$ cat src/rtl/divider_sd.sv
// Iterative non-restoring radix-2 divider (DIV/DIVU) with a registered sign/remainder fix-up cycle.
// Optional: define DIVIDER_SD_ZERO_EARLY_EN for a one-cycle divide-by-zero path and a div_zero flag.
module divider_sd #(
  parameter int WIDTH = 32
) (
  input  logic             clock,
  input  logic             reset,
  input  logic             start,
  input  logic             is_signed,
  input  logic [WIDTH-1:0] dividend,
  input  logic [WIDTH-1:0] divisor,
  output logic [WIDTH-1:0] q,
  output logic [WIDTH-1:0] r,
  output logic             busy,
  output logic             done
`ifdef DIVIDER_SD_ZERO_EARLY_EN
  ,output logic            div_zero
`endif
);

  // state | meaning
  // IDLE  | results held, waiting for start
  // ITER  | one non-restoring step per edge, WIDTH steps
  // FIX   | remainder restore, sign correction, results registered
  localparam int CW = $clog2(WIDTH);

  typedef enum logic [1:0] {IDLE, ITER, FIX} state_t;

  state_t           state;
  logic [WIDTH:0]   acc;
  logic [WIDTH-1:0] quo;
  logic [WIDTH-1:0] dvs;
  logic [WIDTH-1:0] dvd_raw;
  logic             sgn_mode;
  logic             dvd_neg;
  logic             dvs_neg;
  logic [CW-1:0]    count;

  logic [WIDTH:0]   shifted;
  logic [WIDTH:0]   step;
  logic [WIDTH-1:0] rem_mag;
  logic [WIDTH-1:0] q_fix;
  logic [WIDTH-1:0] r_fix;
  logic [WIDTH-1:0] dvd_mag;
  logic [WIDTH-1:0] dvs_mag;

  assign dvd_mag = (is_signed && dividend[WIDTH-1]) ? (~dividend + 1'b1) : dividend;
  assign dvs_mag = (is_signed && divisor[WIDTH-1])  ? (~divisor + 1'b1)  : divisor;

  assign shifted = {acc[WIDTH-1:0], quo[WIDTH-1]};
  assign step    = acc[WIDTH] ? (shifted + {1'b0, dvs}) : (shifted - {1'b0, dvs});

  // The final remainder lies in [0, dvs) after restore, so the low WIDTH bits suffice.
  assign rem_mag = acc[WIDTH] ? (acc[WIDTH-1:0] + dvs) : acc[WIDTH-1:0];

  always_comb begin
    q_fix = quo;
    r_fix = rem_mag;
    if (dvs == '0) begin
      q_fix = '1;
      r_fix = dvd_raw;
    end else if (sgn_mode) begin
      if (dvd_neg ^ dvs_neg) q_fix = ~quo + 1'b1;
      if (dvd_neg)           r_fix = ~rem_mag + 1'b1;
    end
  end

  always_ff @(negedge clock or posedge reset) begin
    if (reset) begin
      state    <= IDLE;
      acc      <= '0;
      quo      <= '0;
      dvs      <= '0;
      dvd_raw  <= '0;
      sgn_mode <= 1'b0;
      dvd_neg  <= 1'b0;
      dvs_neg  <= 1'b0;
      count    <= '0;
      q        <= '0;
      r        <= '0;
      busy     <= 1'b0;
      done     <= 1'b0;
`ifdef DIVIDER_SD_ZERO_EARLY_EN
      div_zero <= 1'b0;
`endif
    end else begin
      done <= 1'b0;
      if (start) begin
        sgn_mode <= is_signed;
        dvd_neg  <= dividend[WIDTH-1];
        dvs_neg  <= divisor[WIDTH-1];
        dvd_raw  <= dividend;
        quo      <= dvd_mag;
        dvs      <= dvs_mag;
        acc      <= '0;
        count    <= '0;
        busy     <= 1'b1;
        state    <= ITER;
`ifdef DIVIDER_SD_ZERO_EARLY_EN
        div_zero <= 1'b0;
        if (divisor == '0) state <= FIX;
`endif
      end else begin
        case (state)
          ITER: begin
            acc   <= step;
            quo   <= {quo[WIDTH-2:0], ~step[WIDTH]};
            count <= count + 1'b1;
            if (count == CW'(WIDTH - 1)) state <= FIX;
          end
          FIX: begin
            q     <= q_fix;
            r     <= r_fix;
            busy  <= 1'b0;
            done  <= 1'b1;
            state <= IDLE;
`ifdef DIVIDER_SD_ZERO_EARLY_EN
            div_zero <= (dvs == '0);
`endif
          end
          default: ;
        endcase
      end
    end
  end

endmodule

$ cat config.mk
export PLATFORM = sky130hd
export DESIGN_NAME = divider_sd
export DESIGN_NICKNAME = d
export VERILOG_FILES = /design/src/rtl/divider_sd.sv
export SDC_FILE = /design/constraint.sdc
export NUM_CORES = 1
export LEC_CHECK = 0
export CORE_MARGIN = 4
export CORE_UTILIZATION = 30
export CTS_CLUSTER_DIAMETER = 30
export CTS_CLUSTER_SIZE = 14
export DETAILED_ROUTE_END_ITERATION = 12
export PLACE_DENSITY = 0.47
export SETUP_SLACK_MARGIN = 0.2
export SYNTH_ARGS = -nofsm -noshare
export SYNTH_HDL_FRONTEND = slang
export SYNTH_SLANG_ARGS = --single-unit
$ cat constraint.sdc
create_clock -name clock -period 16.5 [get_ports clock]
set_input_delay 2.475 -clock clock [delete_from_list [all_inputs] [get_ports clock]]
set_output_delay 2.475 -clock clock [all_outputs]
set_load 0.01 [all_outputs]
==> impl_metrics.toml, run 1 <==
[timing]
holdWs_ps = 422.0
setup_violations = 0
tightestPinTransition_ps = 1042
finalMaxSlewViolations = 0
fin_setup_tns_ps = 0
fin_skew_ps = 49.91
worst_slack_ps = 2874
slew_headroom = 0.2965
rsz0062_at_grt = "false"
hold_viol = 0

[detailed_routing]
route.detailed.drc = 0
first_iter_violations = 940
post_drt_wl_per_cell_microns = 18.19
viasPerCell = 5.170
wirelength_mm = 48.94
dr.pass1.iters = 5
routed-via-count = 13910
ant_nets = 0

[clock_network]
cts_tree = "built"
cts_setup_buffers = 0
cts_resized = 0
root_buffer = "clkbuf_16"
clk_latency_ps = 600
htree_levels = 2
clk_pin_slew_ps = 40
ctsHoldBuffers = 0
cts_max_path_buffers = 3
clkSinkCount = 204
cts_buffers = 56

[layout]
num-nets-final = 2107
antenna_cells = 0
fill_cells = 5315
final_common_cell = "a21oi_1"
mostFrequentLayoutCells = "a21oi_1, dfrtn_1, nand2_1, nor2_1, clkdlybuf4s50_1"
final_layout_size_suffix_gt1_frac = 0.09647
fin_util = 0.3805
fin_area_sq_um = 19520
area_growth_pct = 25.51

[setup_path]
worst_setup_path_start_kind = "primary input"
r2r-end = "acc[31]$_DFFE_NP0P_"
regToRegStartpoint = "dvs[2]$_DFFE_NP0P_"
critical_path_class = "in -> reg"
required_ps = 8670
r2r_cells = 17
end_kind = "register"
critical_path.max_fanout = 6
rrSetupSlack_ps = 11240
critical_path_arrival_ps = 5800

[global_routing]
grt_util_met2 = 0.2608
grtUsageMet1 = 0.2563
grt_pass1_vias = 13670
gr-usage-all-layers = 0.1720
antenna_found_initial = 0
grt_max_degree = 104
gr-total-overflow = 0
busiest_layer = "met2"
gr-usage-met3 = 0.02694
grt_pass1_wl_mm = 78.06

[yosys]
syn_nets = 1998
ys_warn_count = 0
yosys_most_used_dff = "dfrtn_1"
syn_area_sq_um = 15550
synth_top_area_share = 0.3282
synth_edf_count = 0
avgSynthCellArea_sq_um = 8.371
synthCells = 1858
synth_seq_area_share = 0.3282
yosys.area.top_type = "dfrtn_1"
synth_cell_types = 94
ys_ff_latch = 204
async_flop_share = 1.000
synthTopCellsByArea = "dfrtn_1, a21oi_1, ha_1, xnor2_1, xor2_1"

[worst_hold_path]
min_path_type = "reg -> reg"
min-delay-start = "r[8]$_DFFE_NP0P_"
min_path_cells = 2
min_to = "r[8]$_DFFE_NP0P_"

[floorplanning]
die_area_sq_um = 55550
fp.dieW_microns = 235.7
rows = 83
core-area_sq_um = 51300
io-pin-count = 134
start_util = 0.3032
die_y_microns = 235.7

[placed_design]
hpwl_mm = 37.13
portBuffers = 133
pre_cts_slack_ps = 2331
postPlaceCellArea_sq_um = 17490
place_congestion = 0.9008

[power]
ir_drop_mv = 0.08309
p_leak_nw = 8.317
p_per_area_nw_per_um2 = 175.5

[outcome]
outcome = "completed"

[flow_run]
maxCapViolCount = 0
[layer usage]
metal / vias to the layer above / wire length [microns]
li1: 6934 / -
met1: 6653 / 24820
met2: 276 / 21220
met3: 50 / 2013
met4: 0 / 887
met5: - / 0
[worst max-delay path, stage by stage]
cell,delay [ps]
clkdlybuf4s50_1,530
or4_1,640
nor4_1,340
nor3b_1,390
nand2_1,170
nor4_1,390
nand2_1,180
o41ai_1,400
xnor2_1,120
nand2_1,70
o21ai_0,70
[power by group]
group	total (mW)	internal (mW)	leakage (nW)	switching (mW)
Combinational	1.59	0.652	4.88	0.940
Clock	1.14	0.804	0.988	0.341
Sequential	0.689	0.580	2.45	0.108
[flip-flops by register name (all words and copies together), names as in the netlist]
register and cells:
done 1, count 5, sgn_mode 1, r 32
dvd_raw 32, busy 1, acc 33, q 32
dvs_neg 1, state 2, dvs 32, quo 32
[cell families after synthesis]
logic type,count (synthesis),share of synthesized area
compound gates,561,0.2314
xor+xnor,180,0.1014
fa+ha+maj,72,0.05889
buf+inv,146,0.03644
flops,204,0.3282
mux,82,0.05559
simple gates,613,0.1881
[cell usage after synthesis (all sizes together), types with 4 or more instances]
master  instances
nand3          24
o21ai         130
a211oi         17
nand2         198
mux2i          47
o41ai          14
o21a            6
nor3           40
o22ai           4
o221ai          4
nand4          18
o31ai          30
a41oi           4
nor2b           8
a21o           31
nand3b          9
mux2           35
o211ai         12
and3           21
clkbuf         73
dfrtn         204
and3b           4
xnor2          95
xor2           85
or4            11
nor2          186
and2           14
inv            49
or2             4
a21oi         217
or3            19
a22oi           4
a211o           6
a31oi          30
buf            24
a221oi          4
nand2b         20
nor3b           6
nor4           24
ha             70
o21bai         15
[cell type report]
class | instances | area (sq um) | area share
multi-input combinational | 1508 | 9898 | 0.5071
tap | 680 | 850.8 | 0.04359
clock buffer | 73 | 1565 | 0.08019
clock inverter | 29 | 464.2 | 0.02378
inverter | 49 | 191.4 | 0.009807
timing repair buffer | 148 | 1445 | 0.07403
sequential | 204 | 5105 | 0.2615
[how the worst max path moves through the flow]
stage	startpoint	to	slack [ps]	cells past startpoint
after global routing	dividend[6]	quo[30]$_DFFE_NP0P_	2690	11
after floorplan	reset	acc[0]$_DFFE_NP0P_	410	1
final	dividend[6]	quo[30]$_DFFE_NP0P_	2870	11
after CTS	dividend[6]	quo[30]$_DFFE_NP0P_	2940	11
after global placement	dividend[6]	quo[30]$_DFFE_NP0P_	2350	11
after detailed placement	dividend[6]	quo[30]$_DFFE_NP0P_	2330	11
[through the flow]
step	power [mW]	cells
2_1_floorplan	1.885	1858
3_3_place_gp	2.263	2589
3_5_place_dp	2.275	2589
4_1_cts	3.443	2691
5_1_grt	3.681	2691
6_report	3.426	2691
No activity file was read; power rests on OpenSTA's default activity.
==> run 2: changes to the inputs <==
--- a/config.mk
+++ b/config.mk
@@ -10,7 +10,7 @@
 export CTS_CLUSTER_DIAMETER = 30
 export CTS_CLUSTER_SIZE = 14
 export DETAILED_ROUTE_END_ITERATION = 12
-export PLACE_DENSITY = 0.47
+export PLACE_DENSITY = 0.49
 export SETUP_SLACK_MARGIN = 0.2
 export SYNTH_ARGS = -nofsm -noshare
 export SYNTH_HDL_FRONTEND = slang
==> constraint.sdc (replaced) <==
create_clock -name clock -period 11.05 [get_ports clock]
set_input_delay 1.6575 -clock clock [delete_from_list [all_inputs] [get_ports clock]]
set_output_delay 1.6575 -clock clock [all_outputs]
set_load 0.01 [all_outputs]
==> run 2 against run 1 <==
Net effect: register-to-register slack worse by 5400 ps; clock skew shrank 11 ps; cell area is essentially flat; non-clock buffer count rose by 4; first-iteration DRC count shrank 15%; power up 48%; highest routed layer unchanged; core utilization hardly changed; wire length fell by 0.51%; via count fell by 0.19%; die area did not move.
==> impl_metrics.toml, run 2 (same netlist as run 1, synthesis figures left out) <==
[layout]
antenna_cells = 0
top_register = "acc"
final_common_cell = "a21oi_1"
stdcell_count = 2694
area_growth_pct = 25.58
num-nets-final = 2109
final_layout_size_suffix_gt1_frac = 0.09980
largest_reg_flops = 33
fill_cells = 5250
mostFrequentLayoutCells = "a21oi_1, dfrtn_1, nand2_1, nor2_1, clkdlybuf4s50_1"

[setup_path]
r2r-end = "acc[31]$_DFFE_NP0P_"
critPathSlowestCell = "or4_1"
path_cells = "clkdlybuf4s50_1 > or4_1 > nor4_1 > nor3b_1 > nand2_1 > nor4_1 > nand2_1 > o41ai_1 > xnor2_1 > nand2_1 > o21ai_0"
critical_path_class = "in -> reg"
critical_path_depth = 11
critical_path.max_fanout = 6
required_ps = 5930
end_kind = "register"
critPathBufInv = 1
crit_path_start = "dividend[6]"
endpoint = "quo[30]$_DFFE_NP0P_"
cp_common_cell = "nand2_1"
critPathTopFamily = "simple AND/OR/NAND/NOR gates"
rrSetupSlack_ps = 5800
cpPeakStageDelay_ps = 640
regToRegStartpoint = "dvs[2]$_DFFE_NP0P_"
worst_setup_path_start_kind = "primary input"
r2r_cells = 17
critical_path_arrival_ps = 5070

[worst_hold_path]
min_path_type = "reg -> reg"
min-delay-start = "r[16]$_DFFE_NP0P_"
min_path_cells = 2

[placed_design]
place_congestion = 0.8750
portBuffers = 133
dp.cells = 2593
hpwl_mm = 36.95

[detailed_routing]
viasPerCell = 5.154
routed-via-count = 13890
route.detailed.drc = 0
dr.pass1.iters = 5
first_iter_violations = 797
post_drt_wl_per_cell_microns = 18.07
wirelength_mm = 48.69
ant_nets = 0

[floorplanning]
die_y_microns = 235.7
start_util = 0.3032
rows = 83
die_area_sq_um = 55550
io-pin-count = 134
core-area_sq_um = 51300
fp.dieW_microns = 235.7

[power]
p_per_area_nw_per_um2 = 259.7
p_leak_nw = 8.319
ir_drop_mv = 0.1283

[clock_network]
clk_latency_ps = 590
cts_max_path_buffers = 3
htree_levels = 2
cts_buffers = 54
cts_setup_buffers = 0
ctsHoldBuffers = 0
cts_resized = 0
clk_pin_slew_ps = 40
root_buffer = "clkbuf_16"
cts_tree = "built"
clkSinkCount = 204

[global_routing]
gr-total-overflow = 0
grt_pass1_vias = 13460
gr-usage-all-layers = 0.1702
grt_max_degree = 104
grt_pass1_wl_mm = 76.79
antenna_found_initial = 2

[timing]
setup_violations = 0
hold_viol = 0
finalMaxSlewViolations = 0
rsz0062_at_grt = "false"
fin_setup_tns_ps = 0
slew_headroom = 0.2030
fin_skew_ps = 38.97
tightestPinTransition_ps = 1181

[outcome]
outcome = "completed"

[flow_run]
maxCapViolCount = 0
[run 2: metrics by stage]
step	total power [mW]	instance area (sq um)	utilization	hold WS (ps)	setup slack, ps
6_report	5.071	19530	0.3807	427.0	864.8
5_1_grt	5.447	19530	0.3807	453.4	649.6
4_1_cts	5.094	19530	0.3807	430.7	965.3
3_5_place_dp	3.396	17540	0.3419	428.6	351.1
3_3_place_gp	3.369	17540	0.3419	426.4	435.0
2_1_floorplan	2.815	15560	-	432.6	1234
[run 2: area by class of cell]
class / count / area [sq um] / share of cell area
clock buffer: 73 / 1583 / 0.08104
clock inverter: 28 / 405.4 / 0.02076
inverter: 49 / 187.7 / 0.009610
multi-input combinational: 1508 / 9898 / 0.5068
sequential: 204 / 5105 / 0.2614
tap: 680 / 850.8 / 0.04356
timing repair buffer: 152 / 1500 / 0.07681
[run 2: worst min path at each step]
stage                                    to
finish                    r[16]$_DFFE_NP0P_
global route              r[30]$_DFFE_NP0P_
floorplan           dvd_raw[23]$_DFFE_NP0P_
detailed placement        r[30]$_DFFE_NP0P_
global placement           r[8]$_DFFE_NP0P_
CTS                       r[12]$_DFFE_NP0P_
[run 2: worst reg2reg max path: cells and delay by family, from the launching register on]
| family | cells | cell delay [ps] |
|---|---|---|
| xor+xnor | 1 | 170 |
| fa+ha+maj | 1 | 370 |
| compound gates | 7 | 1730 |
| simple gates | 8 | 2370 |
| flops | 1 | 440 |
[run 2: per-layer routing]
layer,vias up,GRT usage,part of all wire
met3,61,0.03034,0.047
met4,0,0.04698,0.023
met2,329,0.2581,0.43
met1,6542,0.2489,0.50
li1,6954,-,-
met5,-,0,0
[run 2: power breakdown]
part	internal [mW]	switching (mW)	leakage, nW
Combinational	0.976	1.40	4.91
Sequential	0.867	0.162	2.45
Clock	1.16	0.503	0.965
Total	3.00	2.07	8.32
==> run 3: changes to the inputs <==
--- a/config.mk
+++ b/config.mk
@@ -10,7 +10,9 @@
 export CTS_CLUSTER_DIAMETER = 30
 export CTS_CLUSTER_SIZE = 14
 export DETAILED_ROUTE_END_ITERATION = 12
+export HOLD_SLACK_MARGIN = 0.12
 export PLACE_DENSITY = 0.49
+export REMOVE_ABC_BUFFERS = 1
 export SETUP_SLACK_MARGIN = 0.2
 export SYNTH_ARGS = -nofsm -noshare
 export SYNTH_HDL_FRONTEND = slang
==> run 3 against run 2 <==
Net effect: sequential power is essentially flat; global-route usage shrank 0.51 points; clock-buffer cell count grew 8; wire length shrank 3.9%; combinational power shrank 3%; core utilization grew 0.42 points; clock skew shrank 29 ps; power grew 2.7%.
==> impl_metrics.toml, run 3 (same netlist as run 1, synthesis figures left out) <==
[global_routing]
gr-usage-all-layers = 0.1650
grt_pass1_wl_mm = 75.42
antenna_found_initial = 2
gr-total-overflow = 0
grt_pass1_vias = 13540
grt_max_degree = 165

[layout]
mostFrequentLayoutCells = "a21oi_1, dfrtn_1, nand2_1, nor2_1, clkdlybuf4s50_1"
final_common_cell = "a21oi_1"
top_register = "acc"
final_layout_size_suffix_gt1_frac = 0.1004
antenna_cells = 0
area_growth_pct = 26.96
fill_cells = 5264
largest_reg_flops = 33
stdcell_count = 2701
num-nets-final = 2112

[setup_path]
regToRegStartpoint = "dvs[2]$_DFFE_NP0P_"
rrSetupSlack_ps = 5900
worst_setup_path_start_kind = "primary input"
end_kind = "register"
critPathBufInv = 1
required_ps = 5910
cp_common_cell = "nand2_1"
path_cells = "clkdlybuf4s50_1 > or4_1 > nor4_1 > nor3b_1 > nand2_1 > nor4_1 > nand2_1 > o41ai_1 > xnor2_1 > nand2_1 > o21ai_0"
critical_path_arrival_ps = 5110
critical_path_class = "in -> reg"
critical_path.max_fanout = 6
r2r-end = "acc[31]$_DFFE_NP0P_"
critPathTopFamily = "simple AND/OR/NAND/NOR gates"
r2r_cells = 17
critPathSlowestCell = "or4_1"
cpPeakStageDelay_ps = 670

[detailed_routing]
post_drt_wl_per_cell_microns = 17.32
wirelength_mm = 46.78
first_iter_violations = 726
dr.pass1.iters = 5
ant_nets = 0
route.detailed.drc = 0
routed-via-count = 13790
viasPerCell = 5.107

[worst_hold_path]
min_path_type = "reg -> reg"
min_to = "r[1]$_DFFE_NP0P_"
min_path_cells = 2
min-delay-start = "r[1]$_DFFE_NP0P_"

[placed_design]
place_congestion = 0.8925
portBuffers = 133
hpwl_mm = 34.69
dp.cells = 2591

[clock_network]
cts_setup_buffers = 0
clkSinkCount = 204
ctsHoldBuffers = 0
clk_latency_ps = 580
root_buffer = "clkbuf_16"
htree_levels = 2
cts_resized = 0
cts_buffers = 59
cts_tree = "built"
cts_max_path_buffers = 3
clk_pin_slew_ps = 30

[floorplanning]
rows = 83
die_area_sq_um = 55550
core-area_sq_um = 51300
fp.dieW_microns = 235.7
start_util = 0.3032
io-pin-count = 134
die_y_microns = 235.7

[power]
power_frac_clock = 0.358
power.switching_mw = 2.017
p_leak_nw = 8.429
p_per_area_nw_per_um2 = 263.8
switching_share = 0.3872
p_int_mw = 3.192
ir_drop_mv = 0.1319
comb_power_share = 0.445
seqPwrFrac = 0.197

[timing]
hold_viol = 0
setup_violations = 0
slew_headroom = 0.2517
fin_skew_ps = 9.936
rsz0062_at_grt = "false"
fin_setup_tns_ps = 0
tightestPinTransition_ps = 1108
finalMaxSlewViolations = 0

[flow_run]
maxCapViolCount = 0

[outcome]
outcome = "completed"
## run 3: cell count changes in the layout (fill, tap and decap cells not counted)
cell,before,now
inv_8,0,1
clkbuf_1,3,8
inv_16,0,1
bufinv_16,7,12
clkinv_4,0,3
buf_4,17,15
clkinvlp_4,7,3
clkbuf_16,54,60
clkbuf_8,16,13
clkinv_2,12,9
clkinv_16,3,1
## run 3: through the flow
step           hold WS [ps]  power [mW]  setup WS, ps  instance area, sq um  utilization
3_5_place_dp          435.3       3.342         342.1                 17530       0.3417
2_1_floorplan         432.5       2.790         -1501                 15170            -
5_1_grt               457.0       5.610         634.7                 19750       0.3849
3_3_place_gp          430.0       3.319         347.8                 17530       0.3417
6_report              433.4       5.208         796.5                 19750       0.3849
4_1_cts               437.7       5.251         927.7                 19750       0.3849
## run 3: worst max path at each step
| stage | slack, ps | endpoint | cells after the start | startpoint |
|---|---|---|---|---|
| 2_1_floorplan | -1500 | acc[0]$_DFFE_NP0P_ | 1 | reset |
| 3_3_place_gp | 350 | quo[30]$_DFFE_NP0P_ | 11 | dividend[6] |
| 3_5_place_dp | 340 | quo[30]$_DFFE_NP0P_ | 11 | dividend[6] |
| 4_1_cts | 930 | quo[30]$_DFFE_NP0P_ | 11 | dividend[6] |
| 5_1_grt | 630 | quo[30]$_DFFE_NP0P_ | 11 | dividend[6] |
| 6_report | 800 | quo[30]$_DFFE_NP0P_ | 11 | dividend[6] |
## run 3: cell type report
class,count,area [sq um],share of cell area
Clock buffer,81,1710,0.08662
Clock inverter,29,504.2,0.02554
Inverter,49,191.4,0.009695
Multi-Input combinational cell,1508,9898,0.5013
Sequential cell,204,5105,0.2585
Tap cell,680,850.8,0.04309
Timing Repair Buffer,150,1485,0.07522
## run 3: power groups by stage
stage / Combinational (mW) / Sequential (mW) / Clock [mW]
after global placement: 2.29 / 1.03 / 0
after CTS: 2.32 / 1.02 / 1.90
after global routing: 2.61 / 1.04 / 1.95
after detailed placement: 2.31 / 1.03 / 0
after floorplan: 1.79 / 1.00 / 0
final: 2.32 / 1.02 / 1.87
## run 3: layer usage
layer / vias to the layer above / GRT usage / routed length, microns
met5: - / 0 / 9
met4: 2 / 0.05072 / 1265
met3: 79 / 0.02800 / 2011
met2: 278 / 0.2644 / 20980
met1: 6497 / 0.2285 / 22510
li1: 6937 / - / -
## run 3: worst min-delay path: cells and delay by family, from the launching register on
family          cells  cell delay [ps]
compound gates      1               60
flops               1              400
simple gates        1               50
